==> src/rtl/quad_pkg.sv <==
// quad_pkg: shared opcodes, command packet type, FSM state type and urgency helper
package quad_pkg;
    localparam logic [7:0] REQ_BATT  = 8'h01;
    localparam logic [7:0] SET_PTCH  = 8'h02;
    localparam logic [7:0] SET_ROLL  = 8'h03;
    localparam logic [7:0] SET_YAW   = 8'h04;
    localparam logic [7:0] SET_THRST = 8'h05;
    localparam logic [7:0] CALIBRATE = 8'h06;
    localparam logic [7:0] EMER_LAND = 8'h07;
    localparam logic [7:0] MTRS_OFF  = 8'h08;

    typedef struct packed {
        logic [7:0]  cmd;
        logic [15:0] data;
    } cmd_pkt_t;

    typedef enum logic {IDLE, PRESENT} sched_state_t;

    function automatic logic is_urgent(input logic [7:0] c);
        return c == EMER_LAND || c == MTRS_OFF;
    endfunction
endpackage

==> src/rtl/cmd_fifo.sv <==
// cmd_fifo: DEPTH-entry packet FIFO with single-cycle flush
//  clk, rst_n   clock, async active-low reset
//  push, wr_pkt write packet at tail (caller guarantees not full)
//  pop          drop head (caller guarantees not empty); rd_pkt shows head
//  flush        discard all entries (never asserted together with push)
//  count        occupancy 0..DEPTH
module cmd_fifo
    import quad_pkg::*;
#(
    parameter int DEPTH = 4,
    localparam int AW = $clog2(DEPTH),
    localparam int CW = AW + 1
) (
    input  logic          clk,
    input  logic          rst_n,
    input  logic          push,
    input  cmd_pkt_t      wr_pkt,
    input  logic          pop,
    input  logic          flush,
    output cmd_pkt_t      rd_pkt,
    output logic [CW-1:0] count
);
    logic [AW-1:0] wr_ptr, rd_ptr;
    cmd_pkt_t mem [DEPTH];

    assign rd_pkt = mem[rd_ptr];

    always_ff @(posedge clk)
        if (push) mem[wr_ptr] <= wr_pkt;

    // Flush moves the read pointer onto the write pointer so stale entries are unreachable.
    always_ff @(posedge clk or negedge rst_n)
        if (!rst_n) begin
            wr_ptr <= '0;
            rd_ptr <= '0;
            count  <= '0;
        end else begin
            wr_ptr <= wr_ptr + AW'(push);
            rd_ptr <= flush ? wr_ptr : rd_ptr + AW'(pop);
            count  <= flush ? '0 : count + CW'(push) - CW'(pop);
        end
endmodule

==> src/rtl/cmd_sched.sv <==
// cmd_sched: buffers UART packets and replays them to cmd_cfg with urgent bypass and watchdog
//  clk, rst_n                 clock, async active-low reset
//  in_rdy, in_cmd, in_data    packet offered by UART_wrapper; in_clr accepts it (combinational)
//  cmd_rdy, cmd, data         registered packet presented to cmd_cfg; clr_cmd_rdy consumes it
//  count                      queued entries (excludes urgent slot and output register)
//  flushed                    pulse when an urgent packet discarded queued entries
//  stall_err                  sticky watchdog expiry flag
module cmd_sched
    import quad_pkg::*;
#(
    parameter int DEPTH     = 4,
    parameter int TO_CYCLES = 1_000_000,
    localparam int CW = $clog2(DEPTH) + 1,
    localparam int WW = $clog2(TO_CYCLES + 1)
) (
    input  logic          clk,
    input  logic          rst_n,
    input  logic          in_rdy,
    input  logic [7:0]    in_cmd,
    input  logic [15:0]   in_data,
    output logic          in_clr,
    output logic          cmd_rdy,
    output logic [7:0]    cmd,
    output logic [15:0]   data,
    input  logic          clr_cmd_rdy,
    output logic [CW-1:0] count,
    output logic          flushed,
    output logic          stall_err
);
    sched_state_t  state;
    logic          urg_vld;
    cmd_pkt_t      urg_pkt, rd_pkt, nxt_pkt;
    logic [WW-1:0] wd;
    logic          urg, urg_acc, push, pop, load_urg;

    // Full is judged on the registered count, so a same-cycle pop never frees space.
    assign urg      = is_urgent(in_cmd);
    assign in_clr   = in_rdy & (urg | count < CW'(DEPTH));
    assign urg_acc  = in_clr & urg;
    assign push     = in_clr & ~urg;
    assign load_urg = state == IDLE & urg_vld;
    assign pop      = state == IDLE & ~urg_vld & count != '0;
    assign nxt_pkt  = load_urg ? urg_pkt : rd_pkt;

    cmd_fifo #(.DEPTH(DEPTH)) u_fifo (
        .clk   (clk),
        .rst_n (rst_n),
        .push  (push),
        .wr_pkt('{cmd: in_cmd, data: in_data}),
        .pop   (pop),
        .flush (urg_acc),
        .rd_pkt(rd_pkt),
        .count (count)
    );

    // A new urgent write wins over clearing the slot, so an urgent arriving while the
    // previous one is being loaded is kept and issued next.
    always_ff @(posedge clk or negedge rst_n)
        if (!rst_n) begin
            state     <= IDLE;
            urg_vld   <= 1'b0;
            urg_pkt   <= '0;
            cmd_rdy   <= 1'b0;
            cmd       <= '0;
            data      <= '0;
            flushed   <= 1'b0;
            stall_err <= 1'b0;
            wd        <= '0;
        end else begin
            flushed <= urg_acc & count != '0;
            if (urg_acc) begin
                urg_vld <= 1'b1;
                urg_pkt <= '{cmd: in_cmd, data: in_data};
            end else if (load_urg) urg_vld <= 1'b0;
            if (state == IDLE) begin
                wd <= '0;
                if (load_urg | pop) begin
                    cmd     <= nxt_pkt.cmd;
                    data    <= nxt_pkt.data;
                    cmd_rdy <= 1'b1;
                    state   <= PRESENT;
                end
            end else if (clr_cmd_rdy) begin
                cmd_rdy <= 1'b0;
                state   <= IDLE;
                wd      <= '0;
            end else if (wd == WW'(TO_CYCLES - 1)) stall_err <= 1'b1;
            else wd <= wd + WW'(1);
        end
endmodule

==> config.mk <==
export PLATFORM = sky130hd
export DESIGN_NAME = cmd_sched
export DESIGN_NICKNAME = d
export VERILOG_FILES = /design/src/rtl/quad_pkg.sv /design/src/rtl/cmd_fifo.sv /design/src/rtl/cmd_sched.sv
export SDC_FILE = /design/constraint.sdc
export NUM_CORES = 1
export LEC_CHECK = 0
export CORE_MARGIN = 8
export CORE_UTILIZATION = 41
export DETAILED_ROUTE_END_ITERATION = 8
export GPL_ROUTABILITY_DRIVEN = 0
export GPL_TIMING_DRIVEN = 0
export HOLD_SLACK_MARGIN = 0.15
export SKIP_CTS_REPAIR_TIMING = 1
export SLEW_MARGIN = 20
export SYNTH_ARGS = -nofsm -noshare
export SYNTH_HDL_FRONTEND = slang
export SYNTH_HIERARCHICAL = 1
export SYNTH_SLANG_ARGS = --single-unit
==> constraint.sdc <==
create_clock -name clk -period 4 [get_ports clk]
set_clock_uncertainty 0.15 [all_clocks]
set_input_delay 0.4 -clock clk [delete_from_list [all_inputs] [get_ports clk]]
set_output_delay 0.4 -clock clk [all_outputs]
set_load 0.1 [all_outputs]
==> results.md, run 1 <==
- Status: finished clean
- Yosys reg bits: between 150 and 200
- PwrDens: about 790 mW/mm^2
- # Max-Cap Violations: 0
- CTS tree: built
- Setup violators final: 0
- Initial detailed-routing violation count: 250
- Row cnt: 48
- Synth top area cells: edfxtp_1 40%, dfrtp_1 28%, mux4_2 6.3%
- XOR/XNOR Fraction of Synth Area: 1.30%
- Yosys warnings: 6
- Final slew viol count: 0
- Most frequent cells in the layout: 96 x edfxtp_1, 91 x nand2_1, 80 x dfrtp_1
- PortBufs: 58
- Skew-Pair Late Insertion Delay: 430 ps
- Vias/cell: 5.22
- Antenna Cells: 0
- Final nets: 610
- Pre-CTS setup slack: 213 ps
- Die extent in y: 148 um
- Largest net degree at the start of global routing: 49
- Htree depth: 4
- Total GRT Usage: 15.0%
- Tmin final: 3800 ps
- EDFF count, synth: 96
- Total grt overflow: 0
- Adder-Cell Fraction of Synth Area: ~1.2%
- Final wirelength: 15,500 um
- Final hold violations: 0
- Post-synthesis simple-gate area fraction: about a tenth
- Least-Margin Pin Slew: a little under 1000 ps
- CTS Buf Count: 17
- Mean Syn Cell Area: 14.6 sq um
- Critical Path AT: 3250 ps
- Layout area overhead: 23.0%
- Startpoint Class: primary input
- Initial antenna violation count: 0
- Vias: 4,250
- Syn nets: 522
- IO Pins: 59
- Clk sink count: 176
- Crit path kind: primary input to output port
- Mux cell area share after synthesis: 11.6%
- Worst hold-check slack: 327 ps
- Fmax: around 260 MHz
- Leak: 3.35 nW
- Slowest stage delay, CP: 1160 ps
- CP endpoint kind: output port
- Setup TNS: 0 ps
- Cell taking the most area after synthesis: edfxtp_1
- Vias in the first global route: 4,586
- Register area share after synthesis: 68.5%
- Post-DP HPWL: between 10,000 and 15,000 um
- Antenna-violating nets left: 0
- HP Class: primary input to async pin
- Root buffer cell: clkbuf_16
- Syn Inst Count: between 400 and 500
- Post-synth top area share: 40.4%
- Final worst setup slack: around 200 ps
- Dominant synthesized flop cell: edfxtp_1
- CP max stage cell: clkdlybuf4s50_1
- Die area: approximately 0.022 sq mm
- Commonest non-fill, non-tap cell in the layout: edfxtp_1
- Core region area: 0.0172 sq mm
- Wire per inst: 19.0 um
- Initial Utilization: between 40% and 50%
- Clock slew at reported path FFs: 70 ps
- Worst path bufs/invs: 3
- Share of post-route cells with drive strength above 1: 13.9%
- DRC viols: 0
- Largest family of logic cells by synthesized area: multiplexers
- CP max FO: 7
- First-pass GRT wire length: 24,900 um
- Crit path max-delay family: buffers and inverters
- CP cell instances: clkdlybuf4s50_1, or4b_2, a21oi_1, inv_1, a21oi_1, clkdlybuf4s50_1
- Peak supply drop: 0.000675 V
- Syn Std Cell Area: 0.00713 sq mm
- Die X-Extent: 148 um
- Fraction of registers with async set/reset: 45.5%
- First-pass DRT Iterations: 4
- Final Cycle Share: 95.1%
- RSZ-0062 raised after global routing: no
- Clock buffer depth: 2
- Yosys cell types: 47
- Critical Path RT: 3450 ps
- Compound-Gate Fraction of Synth Area: 4.68%
- Slew headroom: 34.1%
[where the power goes]
part	internal [mW]	switching (mW)	total, mW
registers	2.28	0.198	2.47
clock network	0.945	0.745	1.69
logic	0.909	1.84	2.75
[cells by family (layout without fill, tap and decap cells)]
group / after synthesis / count (layout)
DFF: 176 / 176
and+or+nand+nor: 158 / 158
AOI/OAI and AO/OA: 56 / 56
muxes: 51 / 51
buffers and inverters: 32 / 133
xor gates and xnor gates: 9 / 9
adders and majority gates: 6 / 6
[per-layer routing]
metal  vias to the layer above  GRT usage [%]  share of wire (%)
met5                         -              0                  0
li1                       1987              -                  -
met4                         0           4.13               0.94
met2                        92           24.9                 51
met3                        13           4.59                4.0
met1                      2158           18.7                 44
[cell usage after synthesis (6+ instances only)]
cell and n:
mux4_2 20, a31oi_1 6, a21oi_1 7, clkbuf_1 15
dfrtp_1 80, edfxtp_1 96, nor3_1 7, nand2_1 91
mux2i_1 26, o21ai_0 31, nor2_1 16, inv_1 9
[registers in the layout, indices dropped and copies added (netlist names)]
signal	count
u_fifo/mem	96
urg_pkt	24
wd	20
data	16
cmd	8
u_fifo/count	3
u_fifo/rd_ptr	2
u_fifo/wr_ptr	2
cmd_rdy	1
flushed	1
stall_err	1
state	1
urg_vld	1
[final timing paths]
kind                                          endpoint                       from  slack [ps]  cells after the start
worst min-delay path                 wd[7]$_DFFE_PN0N_                      rst_n         330                      2
worst max register to register      cmd[2]$_DFFE_PN0P_  u_fifo/count[2]$_DFF_PN0_        1370                      5
worst min register to register  urg_pkt[2]$_DFFE_PN0P_     urg_pkt[2]$_DFFE_PN0P_         330                      2
max in group asynchronous           cmd[7]$_DFFE_PN0P_                      rst_n        2760                      3
min in group clk                urg_pkt[2]$_DFFE_PN0P_     urg_pkt[2]$_DFFE_PN0P_         330                      2
worst max-delay path                            in_clr                  in_cmd[3]         200                      6
[cell type report]
| cell class | count | area, sq um |
|---|---|---|
| tap | 225 | 282 |
| buffer | 23 | 139 |
| timing repair buffer | 69 | 742 |
| multi-input combinational | 280 | 2090 |
| fill | 1491 | 8400 |
| inverter | 9 | 33.8 |
| clock inverter | 14 | 173 |
| clock buffer | 18 | 429 |
| sequential | 176 | 4880 |
[stage by stage]
step | total power [mW] | area, sq um | std cells | utilization, %
after global routing | 7.22 | 8780 | 814 | 51.1
after global placement | 5.19 | 8000 | 771 | 46.5
after CTS | 7.00 | 8770 | 813 | 51.0
final | 6.91 | 8780 | 814 | 51.1
after detailed placement | 5.30 | 8170 | 781 | 47.5
after floorplan | 4.50 | 7130 | 488 | -
(Power assumes the default switching activity.)
==> inputs of run 2 (changes only) <==
CORE_UTILIZATION = 30   (was 41)
PLACE_DENSITY_LB_ADDON = 0.15   (was unset)
SETUP_SLACK_MARGIN = 0.5   (was unset)
==> run 2 against run 1 <==
Core utilization decreased by 13 points. Sequential share of layout area decreased by 0.85 points. Critical path depth increased by 6. Clock-buffer cell count unchanged. Die area increased by 32%. Cell count increased by 11%. Highest routed layer unchanged.
==> results.md, run 2 (same netlist as run 1, synthesis figures left out) <==
- Peak supply drop: 0.000411 V
- CP cell instances: clkdlybuf4s50_1, or4b_2, a21oi_1, nor3_1, inv_1, ha_1, inv_1, ha_1, inv_1, fa_1, xnor3_1, nor2_1
- Row cnt: 56
- Final Cycle Share: 81.9%
- PwrDens: 779 mW/mm^2
- Finished Layout Cells: 905
- Critical Path AT: 3390 ps
- First-pass GRT wire length: 25,400 um
- Initial Utilization: 30.5%
- PortBufs: 58
- Status: finished clean
- Skew-Pair Late Insertion Delay: 420 ps
- Commonest non-fill, non-tap cell in the layout: edfxtp_1
- Wire per inst: 17.8 um
- Final wirelength: 16,100 um
- Multi-input logic area: 0.00211 sq mm
- Die area: 0.0290 sq mm
- Least-Margin Pin Slew: 1030 ps
- Most frequent CP cell: inv_1
- Critical Path RT: 4120 ps
- Setup violators final: 0
- Fmax: 305 MHz
- Crit path kind: primary input to flop
- Largest net degree at the start of global routing: 50
- Reg area: 0.00488 sq mm
- Leak: 3.36 nW
- Cells after DPL: a little under 900
- Htree depth: 4
- Layout area overhead: 25.0%
- Layout fillers: between 2,000 and 2,500
- CTS Buf Count: 17
- Worst path bufs/invs: 4
- First-pass DRT Iterations: 4
- Total grt overflow: 0
- Largest register FFs: 96
- Share of post-route cells with drive strength above 1: 13.7%
- Crit path max-delay family: buffers and inverters
- Slew headroom: a little under a third
- CP endpoint kind: flop
- Clk sink count: 176
- Most flops, register: u_fifo/mem
- Final nets: between 600 and 700
- Final worst setup slack: 724 ps
- Tmin final: 3280 ps
- Clock slew at reported path FFs: around 70 ps
- Antenna Cells: 0
- Die X-Extent: 170 um
- Antenna-violating nets left: 0
- Initial detailed-routing violation count: 238
- HP Class: primary input to async pin
- Vias: 4,156
- Final slew viol count: 0
- Root buffer cell: clkbuf_16
- DRC viols: 0
- Most frequent cells in the layout: 96 x edfxtp_1, 91 x nand2_1, 80 x dfrtp_1
- IO Pins: 59
- Total GRT Usage: between 10% and 20%
- Vias in the first global route: 4,403
- Initial antenna violation count: 0
- FF-to-FF path depth: 9
- CP max stage cell: or4b_2
- RSZ-0062 raised after global routing: no
- Pre-CTS setup slack: about 200 ps
- CP max FO: 7
- Vias/cell: 4.59
- RR Endpoint: u_fifo/count[2]$_DFF_PN0_
- Clock buffer depth: 2
- R2R Setup Slk: 1330 ps
- Post-DP HPWL: 11,100 um
- CTS tree: built
- Core region area: roughly 0.023 sq mm
- Die extent in y: roughly 170 um
- Reg2reg start: u_fifo/count[2]$_DFF_PN0_
- Startpoint Class: primary input
- Slowest stage delay, CP: around 650 ps
- Final hold violations: 0
- # Max-Cap Violations: 0
- Top Registers: u_fifo/mem: 96 flops, urg_pkt: 24 flops, wd: 20 flops
[run 2: power breakdown]
part / total (mW) / leakage, nW / internal, mW / switching [mW]
combinational: 2.76 / 1.15 / 0.910 / 1.85
sequential: 2.47 / 1.90 / 2.28 / 0.190
clock: 1.72 / 0.303 / 0.957 / 0.759
total: 6.94 / 3.36 / 4.14 / 2.80
[run 2: worst max-delay path by stage]
stage | from | endpoint | slack (ps) | depth (start not counted)
CTS | in_cmd[3] | in_clr | 190 | 6
finish | in_cmd[3] | u_fifo/count[2]$_DFF_PN0_ | 720 | 12
floorplan | in_cmd[1] | in_clr | 650 | 4
global placement | rst_n | cmd[2]$_DFFE_PN0P_ | -810 | 1
global route | in_cmd[3] | u_fifo/count[2]$_DFF_PN0_ | 600 | 12
detailed placement | in_cmd[3] | in_clr | 200 | 6
[run 2: layer usage]
layer | GRT usage [%] | part of all wire [%] | routed length [um] | vias up
li1 | - | - | - | 1973
met1 | 14.8 | 45 | 7260 | 2076
met2 | 19.6 | 49 | 7890 | 90
met3 | 2.43 | 4.1 | 665 | 17
met4 | 4.58 | 1.7 | 269 | 0
met5 | 0 | 0 | 0 | -
[run 2: layout make-up]
type | count | area share, %
Buffer | 23 | 1.56
Clock buffer | 18 | 4.81
Clock inverter | 14 | 2.13
Inverter | 9 | 0.379
Multi-Input combinational cell | 280 | 23.6
Sequential cell | 176 | 54.8
Tap cell | 319 | 4.48
Timing Repair Buffer | 66 | 8.20
[run 2: through the flow]
stage                     cell area (sq um)  total power [mW]  utilization [%]  hold slack (ps)  setup TNS [ps]
after detailed placement               8290              5.32             35.4              248               0
after CTS                              8910              7.05             38.1             -220               0
after global placement                 8120              5.21             34.7              307         -100220
after global routing                   8910              7.27             38.1              348               0
final                                  8910              6.94             38.1              321               0
after floorplan                        7140              4.51                -            -45.6               0
